## config.mk

```make
export PLATFORM = sky130hd
export DESIGN_NAME = wb_port_arbiter
export DESIGN_NICKNAME = d
export VERILOG_FILES = /design/src/rtl/wb_port_arbiter.sv
export SDC_FILE = /design/constraint.sdc
export NUM_CORES = 1
export LEC_CHECK = 0
export CAP_MARGIN = 20
export CORE_ASPECT_RATIO = 0.6
export CORE_MARGIN = 10
export CORE_UTILIZATION = 23
export CTS_BUF_LIST = sky130_fd_sc_hd__clkbuf_8
export CTS_CLUSTER_DIAMETER = 60
export DETAILED_ROUTE_END_ITERATION = 8
export PLACE_DENSITY = 0.56
export SYNTH_ARGS = -nofsm -noshare
export SYNTH_HDL_FRONTEND = slang
export SYNTH_SLANG_ARGS = --single-unit
```

## constraint.sdc

```tcl
create_clock -name clk -period 4 [get_ports clk]
set_input_delay 1 -clock clk [delete_from_list [all_inputs] [get_ports clk]]
set_output_delay 1 -clock clk [all_outputs]
set_load 0.005 [all_outputs]
```

## src/rtl/wb_port_arbiter.sv

```systemverilog
// Arbitrates the register-file write port between the in-order writeback and a FIFO-buffered
// long-latency return path. Optional macro WB_BYPASS_EN lets results skip an empty idle FIFO.
module wb_port_arbiter #(
    parameter int unsigned DATA_W       = 24,
    parameter int unsigned ADDR_W       = 4,
    parameter int unsigned DEPTH        = 2,
    parameter int unsigned STARVE_LIMIT = 3
) (
    input  logic                      clk,
    input  logic                      rst,
    input  logic                      wb_valid,
    input  logic [ADDR_W-1:0]         wb_addr,
    input  logic [DATA_W-1:0]         wb_data,
    output logic                      pipe_stall,
    input  logic                      ll_valid,
    output logic                      ll_ready,
    input  logic [ADDR_W-1:0]         ll_addr,
    input  logic [DATA_W-1:0]         ll_data,
    output logic [$clog2(DEPTH):0]    ll_pending,
    output logic                      rf_we,
    output logic [ADDR_W-1:0]         rf_waddr,
    output logic [DATA_W-1:0]         rf_wdata,
    output logic                      rf_src
);

    localparam int unsigned PTR_W = $clog2(DEPTH);
    localparam int unsigned CNT_W = PTR_W + 1;
    localparam int unsigned ST_W  = $clog2(STARVE_LIMIT + 1);

    localparam logic [CNT_W-1:0] DEPTH_C = CNT_W'(DEPTH);
    localparam logic [ST_W-1:0]  LIMIT_C = ST_W'(STARVE_LIMIT);

    logic [ADDR_W-1:0] addr_mem [DEPTH];
    logic [DATA_W-1:0] data_mem [DEPTH];

    logic [PTR_W-1:0] wr_ptr_q, wr_ptr_d;
    logic [PTR_W-1:0] rd_ptr_q, rd_ptr_d;
    logic [CNT_W-1:0] count_q, count_d;
    logic [ST_W-1:0]  starve_q, starve_d;

    logic              not_empty;
    logic              force_ll;
    logic              grant_pipe;
    logic              grant_ll;
    logic              bypass;
    logic              enq;
    logic              deq;
    logic              rf_we_d;
    logic [ADDR_W-1:0] rf_waddr_d;
    logic [DATA_W-1:0] rf_wdata_d;
    logic              rf_src_d;

    assign not_empty  = (count_q != '0);
    assign ll_ready   = (count_q < DEPTH_C);
    assign ll_pending = count_q;

    assign force_ll   = not_empty & (starve_q == LIMIT_C);
    assign grant_pipe = wb_valid & ~force_ll;
    assign grant_ll   = not_empty & ~grant_pipe;
    assign pipe_stall = wb_valid & force_ll;

`ifdef WB_BYPASS_EN
    // An idle port with an empty FIFO writes the offered result straight through.
    assign bypass = ~wb_valid & ll_valid & ~not_empty;
`else
    assign bypass = 1'b0;
`endif

    assign enq = ll_valid & ll_ready & ~bypass;
    assign deq = grant_ll;

    always_comb begin
        wr_ptr_d = wr_ptr_q;
        rd_ptr_d = rd_ptr_q;
        count_d  = count_q;
        starve_d = starve_q;

        if (enq) begin
            wr_ptr_d = wr_ptr_q + 1'b1;
        end
        if (deq) begin
            rd_ptr_d = rd_ptr_q + 1'b1;
        end
        if (enq && !deq) begin
            count_d = count_q + 1'b1;
        end else if (!enq && deq) begin
            count_d = count_q - 1'b1;
        end

        if (!not_empty || grant_ll) begin
            starve_d = '0;
        end else if (starve_q != LIMIT_C) begin
            starve_d = starve_q + 1'b1;
        end
    end

    always_comb begin
        rf_we_d    = grant_pipe | grant_ll | bypass;
        rf_waddr_d = rf_waddr;
        rf_wdata_d = rf_wdata;
        rf_src_d   = rf_src;

        if (grant_pipe) begin
            rf_waddr_d = wb_addr;
            rf_wdata_d = wb_data;
            rf_src_d   = 1'b0;
        end else if (grant_ll) begin
            rf_waddr_d = addr_mem[rd_ptr_q];
            rf_wdata_d = data_mem[rd_ptr_q];
            rf_src_d   = 1'b1;
        end else if (bypass) begin
            rf_waddr_d = ll_addr;
            rf_wdata_d = ll_data;
            rf_src_d   = 1'b1;
        end
    end

    // Storage needs no reset: entries are only read while counted as valid.
    always_ff @(posedge clk) begin
        if (enq) begin
            addr_mem[wr_ptr_q] <= ll_addr;
            data_mem[wr_ptr_q] <= ll_data;
        end
    end

    always_ff @(posedge clk or posedge rst) begin
        if (rst) begin
            wr_ptr_q <= '0;
            rd_ptr_q <= '0;
            count_q  <= '0;
            starve_q <= '0;
            rf_we    <= 1'b0;
            rf_waddr <= '0;
            rf_wdata <= '0;
            rf_src   <= 1'b0;
        end else begin
            wr_ptr_q <= wr_ptr_d;
            rd_ptr_q <= rd_ptr_d;
            count_q  <= count_d;
            starve_q <= starve_d;
            rf_we    <= rf_we_d;
            rf_waddr <= rf_waddr_d;
            rf_wdata <= rf_wdata_d;
            rf_src   <= rf_src_d;
        end
    end

endmodule

```

Yosys cells after proc, flatten, opt, wreduce, memory -nomap -nowiden
Memory sizes are Yosys's and may differ from the RTL's. Cells that the tools add are included.

Bits in registers: 36. RAM bits: 56. Bits of input ports: 60. Logic and storage cells: 48. Memories kept: 2.

Memory list: data_mem (words 2, bits a word 24, read ports 1, clocked after memory_dff 0, write ports 1, line 34) `logic [DATA_W-1:0] data_mem [DEPTH];`; addr_mem (words 2, bits a word 4, read ports 1, clocked after memory_dff 0, write ports 1, line 33) `logic [ADDR_W-1:0] addr_mem [DEPTH];`.

Add/subtract/negate cells: 5. $lt $le $gt $ge: 1. Equal/unequal tests: 2. Mux-type cells: 12. Bitwise operators: 8. Reductions and logical operators: 10.

Operator list (count): $mux 24 (2); $mux 2 (4); $mux 4 (2); $reduce_bool 2->1 (4); $and 1x1->1 (5); $add 2x1->2 const B (2); $mux 1 (4); $logic_not 1->1 (3); $add 1x1->1 const B (2); $eq 2x2->1 const B (1); $logic_and 1x1->1 (2); $lt 2x2->1 const B (1); $ne 2x2->1 const B (1); $not 1->1 (2); $sub 2x1->2 const B (1); $logic_or 1x1->1 (1); $or 1x1->1 (1).

Logic depth before layout (Yosys ltp)
Gate-level depths: netlist of run 1.

Word-level depth: 9. Mapped depth: 7. Mapped depth without buffers: 6.

Worst setup path after synthesis of run 1
OpenSTA, ideal clock, no wires.

Path kind: input port to flip-flop. Start point: in ll_valid. End point: mem addr_mem[0][0] (enable). Library setup time: 416 ps. Data arrival time: 2554 ps. Data required time: 3584 ps. Setup slack: 1030 ps. Cell stages on the path: 2. Path through: nor2b_1 -> nor2b_1.

Longest elaborated chain between the ends: 3.

Ends and longest elaborated chain: start, declared (line 15) `input logic ll_valid,`; $and 1x1->1 (line 69) `assign enq = ll_valid & ll_ready & ~bypass;`; $mux 1 (line 120) `if (enq) begin`; $mux 1 (implied by the code) (line 121) `addr_mem[wr_ptr_q] <= ll_addr;`; end, declared (line 33).

No other way between the ends.

Final worst setup path of run 1
Start point: reg count_q[0] (netlist: ll_pending[0]). End point: out pipe_stall.

Longest elaborated chain between the ends: 3.

Ends and longest elaborated chain: start, declared (line 38) `logic [CNT_W-1:0] count_q, count_d;`; start signal, assigned (line 139) `count_q <= count_d;`; $reduce_bool 2->1 (line 53) `assign not_empty = (count_q != '0);`; $and 1x1->1 (line 57) `assign force_ll = not_empty & (starve_q == LIMIT_C);`; $and 1x1->1 (line 60) `assign pipe_stall = wb_valid & force_ll;`; end, declared (line 14) `output logic pipe_stall,`.

No other way between the ends.

==> run summary, run 1 <==
===================================================================================
Resized Gates After CTS                                                           0
Xor/xnor share of the synthesized area                                        1.37%
DRC violation count after routing                                                 0
Cell type with the highest aggregate area in the netlist               sky130_fd_sc_hd__edfxtp_1
Clock Sink Count                                                                 92
Worst VDD drop                                                             0.181 mV
TritonCTS Buffers                                                                 9
Fraction of layout instances using a drive strength above 1                   17.3%
Number of nets in the layout                                                    399
Combinational family with the most area after synthesis                compound AO/OA/AOI/OAI gates
Area share of fa/ha/maj cells after synthesis                                0.667%
Sequential element share of the synthesized area                              68.8%
Area of combinational cells with multiple inputs                         1070 sq um
1st-iter DRT viols                                                              112
Dpl ws                                                                     0.757 ns
Boundary Pins                                                                    94
Classification of the worst-slack hold path                            flip-flop to flip-flop
# placed instances                                                              535
Number of synthesized flops with an enable pin                                   56
Pin count of the biggest net entering global routing                             37
Setup repair after global routing missed its margin                           false
Classification of the worst setup path                                 flip-flop to output pin
Vertical extent of the die                                                   119 um
Library cell used as clock root buffer                                 sky130_fd_sc_hd__clkbuf_8
Mux share of post-synthesis cell area                                         7.47%
Run status                                                             finished, final reports clean
IO Port Bufs                                                                     93
Critical path launch point type                                           flip-flop
Cells taking the most area after synthesis                             sky130_fd_sc_hd__edfxtp_1 45%, sky130_fd_sc_hd__dfrtp_1 24%, sky130_fd_sc_hd__o211ai_2 9.0%, sky130_fd_sc_hd__mux2i_1 7.5%, sky130_fd_sc_hd__nand3_1 3.7%
GRT Total Usage                                                               9.20%
Wire length of the first global-routing pass                                15.4 mm
Antenna violation net count after detailed routing                                0
Share of the clock period used by the worst path after layout                 84.1%
Most common flop cell mapped by yosys                                  sky130_fd_sc_hd__edfxtp_1
Total congestion overflow                                                         0
Depth of the CTS H-tree                                                           3
Routed len/inst                                                             17.8 um
Yosys reg bits                                                                   92
Initial cell density of the core                                              23.3%
Number of max-slew violations in the final report                                 0
Initial antenna violation count                                                   0
Number of max-cap violations                                                      0
X dimension of the die                                                       185 um
Yosys top cell area share                                                     44.8%
Total number of yosys warnings                                                    0
Clock slew at reported path FFs                                             0.10 ns
Final critical path time including I/O delays and setup                     3.36 ns
Via count of the routed design                                                 2318
Hold Buf Count CTS                                                                0
Number of buffers on the longest clock path                                       2
Final Skew                                                                0.0173 ns
Per-instance average area after synthesis                                15.4 sq um
Simple logic cell fraction of the synthesized area                            8.57%
Count of placed standard cells in the final layout, fillers left out            551
Drt pass-1 iters                                                                  5
Yosys cell types                                                                 25
Die outline area                                                        22000 sq um
Cell area after synthesis                                                3750 sq um
Worst-Margin Slew                                                          0.968 ns
Max frequency                                                               297 MHz
Ratio of total power to cell area                                       618 nW/um^2
Core Rows                                                                        36
Via count of the first global-routing pass                                     2618
FF/Latch Area                                                            2580 sq um
Number of diodes added for antenna fixing                                         0
Global placer's final weighted congestion                                     0.732
Required time of the critical path                                          3.00 ns
Total wire length after detailed routing                                    9.82 mm
Final sum of negative setup slack                                              0 ns
Clock latency on the worst-skew pair                                        0.36 ns
Post-synth net total                                                            306
Worst Setup Slack, final                                                   0.638 ns
TritonCTS clock tree                                                            yes
Number of setup buffers added after CTS                                           0
Vias/cell                                                                      4.21
Complex-gate fraction of the synthesized area                                 9.97%
Post-Syn Instances                                                              244
Count of endpoints failing setup in the final report                              0
Half-perimeter wire length after placement                                  6.75 mm
Final number of hold-violating endpoints                                          0
Async S/R FF share, synth                                                     39.1%
Total power of the final layout                                             3160 uW
Core area                                                               16100 sq um
Type of element capturing the critical path                              output pin
Arrival time of the worst setup path                                        2.36 ns
Fillers                                                                        1608
Synth-to-Final Area Change                                                    36.3%
Crit path max fanout                                                             30
Normalized max-slew margin                                                    35.3%
Leakage power summed over all cells                                      0.00192 uW
===================================================================================
-- synth_stat cells, drive strengths merged (3+ instances only) --
master,count
xnor2,3
nand3,28
edfxtp,56
dfrtp,36
nand2,31
inv,4
mux2i,28
nor2,3
o211ai,28
buf,14
-- power breakdown --
part	internal, uW	switching [uW]
registers	1280	218
clock network	355	337
logic	542	433
total	2170	988
-- layer usage --
metal	share of wire [%]	track usage, %
met1	48	11.8
met2	44	14.0
met3	7.2	3.92
met4	0.91	2.12
met5	0	0
-- sequential cells by signal, indices dropped and copies added (netlist names) --
register / cells
wr_ptr_q: 1
starve_q: 2
rf_wdata: 24
ll_pending: 2
rf_we: 1
addr_mem: 8
rd_ptr_q: 1
rf_waddr: 4
rf_src: 1
data_mem: 48
-- placed cells by master, fill, tap and decap left out --
cell / netlist / final
sky130_fd_sc_hd__and2_2: 0 / 1
sky130_fd_sc_hd__xnor2_1: 2 / 2
sky130_fd_sc_hd__nand2_1: 30 / 30
sky130_fd_sc_hd__xor2_1: 2 / 2
sky130_fd_sc_hd__nor2_1: 3 / 3
sky130_fd_sc_hd__dfrtp_2: 0 / 1
sky130_fd_sc_hd__o21ai_4: 0 / 1
sky130_fd_sc_hd__bufinv_16: 0 / 2
sky130_fd_sc_hd__clkinv_4: 0 / 1
sky130_fd_sc_hd__mux2i_1: 28 / 28
sky130_fd_sc_hd__clkbuf_8: 0 / 9
sky130_fd_sc_hd__xnor2_2: 1 / 1
sky130_fd_sc_hd__nor3_2: 2 / 1
sky130_fd_sc_hd__nor3_4: 0 / 1
sky130_fd_sc_hd__nand2_2: 1 / 1
sky130_fd_sc_hd__edfxtp_1: 56 / 56
sky130_fd_sc_hd__nor2b_1: 2 / 1
sky130_fd_sc_hd__ha_1: 2 / 2
sky130_fd_sc_hd__inv_6: 0 / 2
sky130_fd_sc_hd__inv_2: 2 / 3
sky130_fd_sc_hd__clkinvlp_4: 0 / 1
sky130_fd_sc_hd__inv_1: 2 / 2
sky130_fd_sc_hd__o22ai_4: 1 / 1
sky130_fd_sc_hd__nand3_1: 28 / 28
sky130_fd_sc_hd__nor2b_4: 0 / 1
sky130_fd_sc_hd__o211ai_1: 1 / 1
sky130_fd_sc_hd__clkdlybuf4s50_1: 0 / 93
sky130_fd_sc_hd__nor3b_2: 1 / 1
sky130_fd_sc_hd__o211ai_2: 27 / 27
sky130_fd_sc_hd__dfrtp_1: 36 / 35
sky130_fd_sc_hd__buf_4: 2 / 4
-- layout make-up --
type                    instances  share of cell area, %
clock inverters                 7                   1.91
clock buffers                   9                   2.42
repair buffers                 97                   18.8
flip-flops and latches         92                   50.5
well taps                     209                   5.11
multi-input cells             133                   21.0
inverters                       4                  0.293
-- per-stage QoR --
stage                     cell area [sq um]  util [%]  hold slack (ns)
after global placement                 4900      30.4            0.439
final                                  5120      31.7            0.461
after floorplan                        3750         -            0.425
after CTS                              5120      31.7            0.459
after global routing                   5120      31.7            0.477
after detailed placement               4900      30.4            0.444
-- cells by family after synthesis --
| group | after synthesis |
|---|---|
| muxes | 28 |
| buffers and inverters | 19 |
| adders and majority gates | 2 |
| and+or+nand+nor | 68 |
| DFF | 92 |
| AOI/OAI and AO/OA | 30 |
| xor gates and xnor gates | 5 |
-- worst paths after layout --
kind,start,end,slack (ns),cells past startpoint
setup / recovery,ll_pending[0],pipe_stall,0.64,3
hold / removal,starve_q[0],starve_q[0],0.46,1
setup reg to reg,ll_pending[1],data_mem[0][12],1.94,3
hold reg to reg,starve_q[0],starve_q[0],0.46,1
max in group asynchronous,rst,rd_ptr_q,2.30,2
min in group asynchronous,rst,rf_wdata[20],1.12,2
-- critical path: stages, from the launching register on --
cell and delay (ns):
sky130_fd_sc_hd__dfrtp_1 0.54, sky130_fd_sc_hd__o21ai_4 0.83, sky130_fd_sc_hd__nor2_1 0.11, sky130_fd_sc_hd__clkdlybuf4s50_1 0.51
Note: power is estimated with default switching activity, not from simulation.
==> run 2, diff against run 1 <==
Clock period 4 ns to 3.2 ns, I/O delays scaled along.
==> run 2 against run 1 <==
  * Clock-buffer cell count did not move
  * Critical endpoint unchanged
  * Sequential share of layout area is 0.086 points lower
  * Non-clock buffer count rose by 3
  * First-iteration DRC count decreased by 29%
  * Clock power grew 5.6%
  * Critical path depth up 1
==> run summary, run 2 (synthesis results as in run 1) <==
=====================================================================================
Number of setup buffers added after CTS                                             0   unchanged
Type of element capturing the critical path                                output pin
Most frequent standard cell in the layout excluding fill and tap cells   sky130_fd_sc_hd__clkdlybuf4s50_1
Vias/cell                                                                        4.15   -1.3%
Boundary Pins                                                                      94   unchanged
Leakage power summed over all cells                                        0.00192 uW   +0.15%
Part of the total power dissipated in combinational logic                       32.4%   +1.5 points
Fraction of layout instances using a drive strength above 1                     18.0%   +0.72 points
Resized Gates After CTS                                                             0   unchanged
Final sum of negative setup slack                                                0 ns   unchanged
Arrival time of the worst setup path                                          1.99 ns   -0.37 ns
Clock latency on the worst-skew pair                                          0.36 ns   about the same
Die outline area                                                          22000 sq um   unchanged
Normalized max-slew margin                                                      39.6%   +4.3 points
Number of diodes added for antenna fixing                                           0   unchanged
Total congestion overflow                                                           0   unchanged
Crit path max fanout                                                                2   -93%
Depth of the CTS H-tree                                                             3   unchanged
GRT Total Usage                                                                 8.99%   -0.20 points
Dpl ws                                                                       0.407 ns   -0.350 ns
Worst-Margin Slew                                                            0.906 ns   -0.0612 ns
Cell Int Power                                                                2600 uW   +19%
Classification of the worst setup path                                   input port to output pin
Global placer's final weighted congestion                                       0.731   -0.11%
Number of max-slew violations in the final report                                   0   unchanged
Fraction of power spent switching nets                                          32.5%   +1.2 points
Setup repair after global routing missed its margin                             false
Max frequency                                                                 359 MHz
Commonest cells after routing, fill and taps aside                       93 x sky130_fd_sc_hd__clkdlybuf4s50_1, 56 x sky130_fd_sc_hd__edfxtp_1, 35 x sky130_fd_sc_hd__dfrtp_1
Required time of the critical path                                            2.40 ns   -0.60 ns
Core area                                                                 16100 sq um   unchanged
Drt pass-1 iters                                                                    6   +1
Initial cell density of the core                                                23.3%   unchanged
Clock Sink Count                                                                   92   unchanged
Library cell used as clock root buffer                                   sky130_fd_sc_hd__clkbuf_8
Number of nets in the layout                                                      402   +0.75%
DRC violation count after routing                                                   0   unchanged
Fraction of power consumed by the clock network                                 19.0%   -2.9 points
Final critical path time including I/O delays and setup                       2.79 ns
Half-perimeter wire length after placement                                    6.73 mm   -0.19%
Classification of the worst-slack hold path                              flip-flop to flip-flop
Worst Setup Slack, final                                                     0.413 ns   -0.225 ns
Share of the clock period used by the worst path after layout                   87.1%
Via count of the routed design                                                   2301   -0.73%
Power spent charging and discharging nets                                     1250 uW   +26%
1st-iter DRT viols                                                                 80   -29%
Core Rows                                                                          36   unchanged
Routed len/inst                                                               17.3 um   -2.8%
Hold Buf Count CTS                                                                  0   unchanged
Initial antenna violation count                                                     1   +1
Count of endpoints failing setup in the final report                                0   unchanged
Pin count of the biggest net entering global routing                               37   unchanged
Register name with the most flops                                            data_mem
Critical path launch point type                                            input port
Vertical extent of the die                                                     119 um   unchanged
Sequential Power Share                                                          48.5%   +1.3 points
Wire length of the first global-routing pass                                  15.1 mm   -2.4%
Number of buffers on the longest clock path                                         2   unchanged
Final core occ                                                                  31.8%   +0.054 points
Via count of the first global-routing pass                                       2611   -0.27%
Worst VDD drop                                                               0.217 mV   +20%
Number of flip-flops in the largest register                                       48   unchanged
Synth-to-Final Area Change                                                      36.6%
Ratio of total power to cell area                                         750 nW/um^2   +21%
TritonCTS Buffers                                                                   9   unchanged
IO Port Bufs                                                                       93   unchanged
# placed instances                                                                538   +0.56%
Count of placed standard cells in the final layout, fillers left out              554   +0.54%
Antenna violation net count after detailed routing                                  0   unchanged
Final number of hold-violating endpoints                                            0   unchanged
TritonCTS clock tree                                                              yes
Run status                                                               finished, final reports clean
Clock slew at reported path FFs                                               0.09 ns   about the same
X dimension of the die                                                         185 um   unchanged
Number of max-cap violations                                                        0   unchanged
Registers with the most flip-flops                                       data_mem: 48 flops, rf_wdata: 24 flops, addr_mem: 8 flops
Final Skew                                                                  0.0119 ns   -0.00532 ns
Total wire length after detailed routing                                      9.60 mm   -2.3%
=====================================================================================
[run 2: changes by cell type in the layout (fill, tap and decap cells not counted)]
cell and change:
sky130_fd_sc_hd__clkinv_1 +1, sky130_fd_sc_hd__clkinvlp_4 -1, sky130_fd_sc_hd__inv_1 -1, sky130_fd_sc_hd__inv_6 +1, sky130_fd_sc_hd__inv_8 +1, sky130_fd_sc_hd__clkinv_4 +1
sky130_fd_sc_hd__buf_12 +2, sky130_fd_sc_hd__bufinv_16 -2, sky130_fd_sc_hd__buf_4 +1
[run 2: worst max-delay path, stage by stage]
cell                              delay [ns]
sky130_fd_sc_hd__clkdlybuf4s50_1        0.50
sky130_fd_sc_hd__inv_2                  0.07
sky130_fd_sc_hd__nor2_1                 0.10
sky130_fd_sc_hd__clkdlybuf4s50_1        0.51
[run 2: layer usage]
layer	share of wire (%)	GRT usage, %	wire (um)	up-vias
met2	44	13.8	4260	68
met3	7.6	3.86	731	7
li1	-	-	-	1093
met5	0.14	0	13	-
met4	0.49	2.22	47	2
met1	47	11.4	4550	1131
[run 2: area by class of cell]
class	instances	area, sq um
Inverter	4	15.0
Fill cell	1593	11000
Clock buffer	9	124
Timing Repair Buffer	100	1010
Tap cell	209	262
Clock inverter	7	58.8
Multi-Input combinational cell	133	1070
Sequential cell	92	2580
[run 2: power by group through the flow]
stage	clock (uW)	sequential [uW]	combinational [uW]
4_1_cts	768	1880	1290
3_3_place_gp	0	1890	1260
6_report	732	1870	1250
5_1_grt	810	1910	1370
3_5_place_dp	0	1900	1290
2_1_floorplan	0	1770	736
[run 2: path summary, 6_finish.rpt]
| check | start | to | slack, ns | cells past startpoint |
|---|---|---|---|---|
| max in group asynchronous | rst | rd_ptr_q | 1.65 | 2 |
| setup / recovery | wb_valid | pipe_stall | 0.41 | 4 |
| hold reg to reg | starve_q[0] | starve_q[0] | 0.46 | 1 |
| hold / removal | starve_q[0] | starve_q[0] | 0.46 | 1 |
| setup reg to reg | ll_pending[1] | data_mem[0][5] | 1.35 | 3 |
| min in group asynchronous | rst | rf_wdata[16] | 0.95 | 2 |
[run 2: through the flow]
stage	hold slack [ns]	power, uW	area [sq um]
floorplan	0.425	2510	3750
global placement	0.440	3150	4940
detailed placement	0.445	3180	4940
CTS	0.461	3930	5130
global route	0.497	4100	5130
finish	0.461	3840	5130
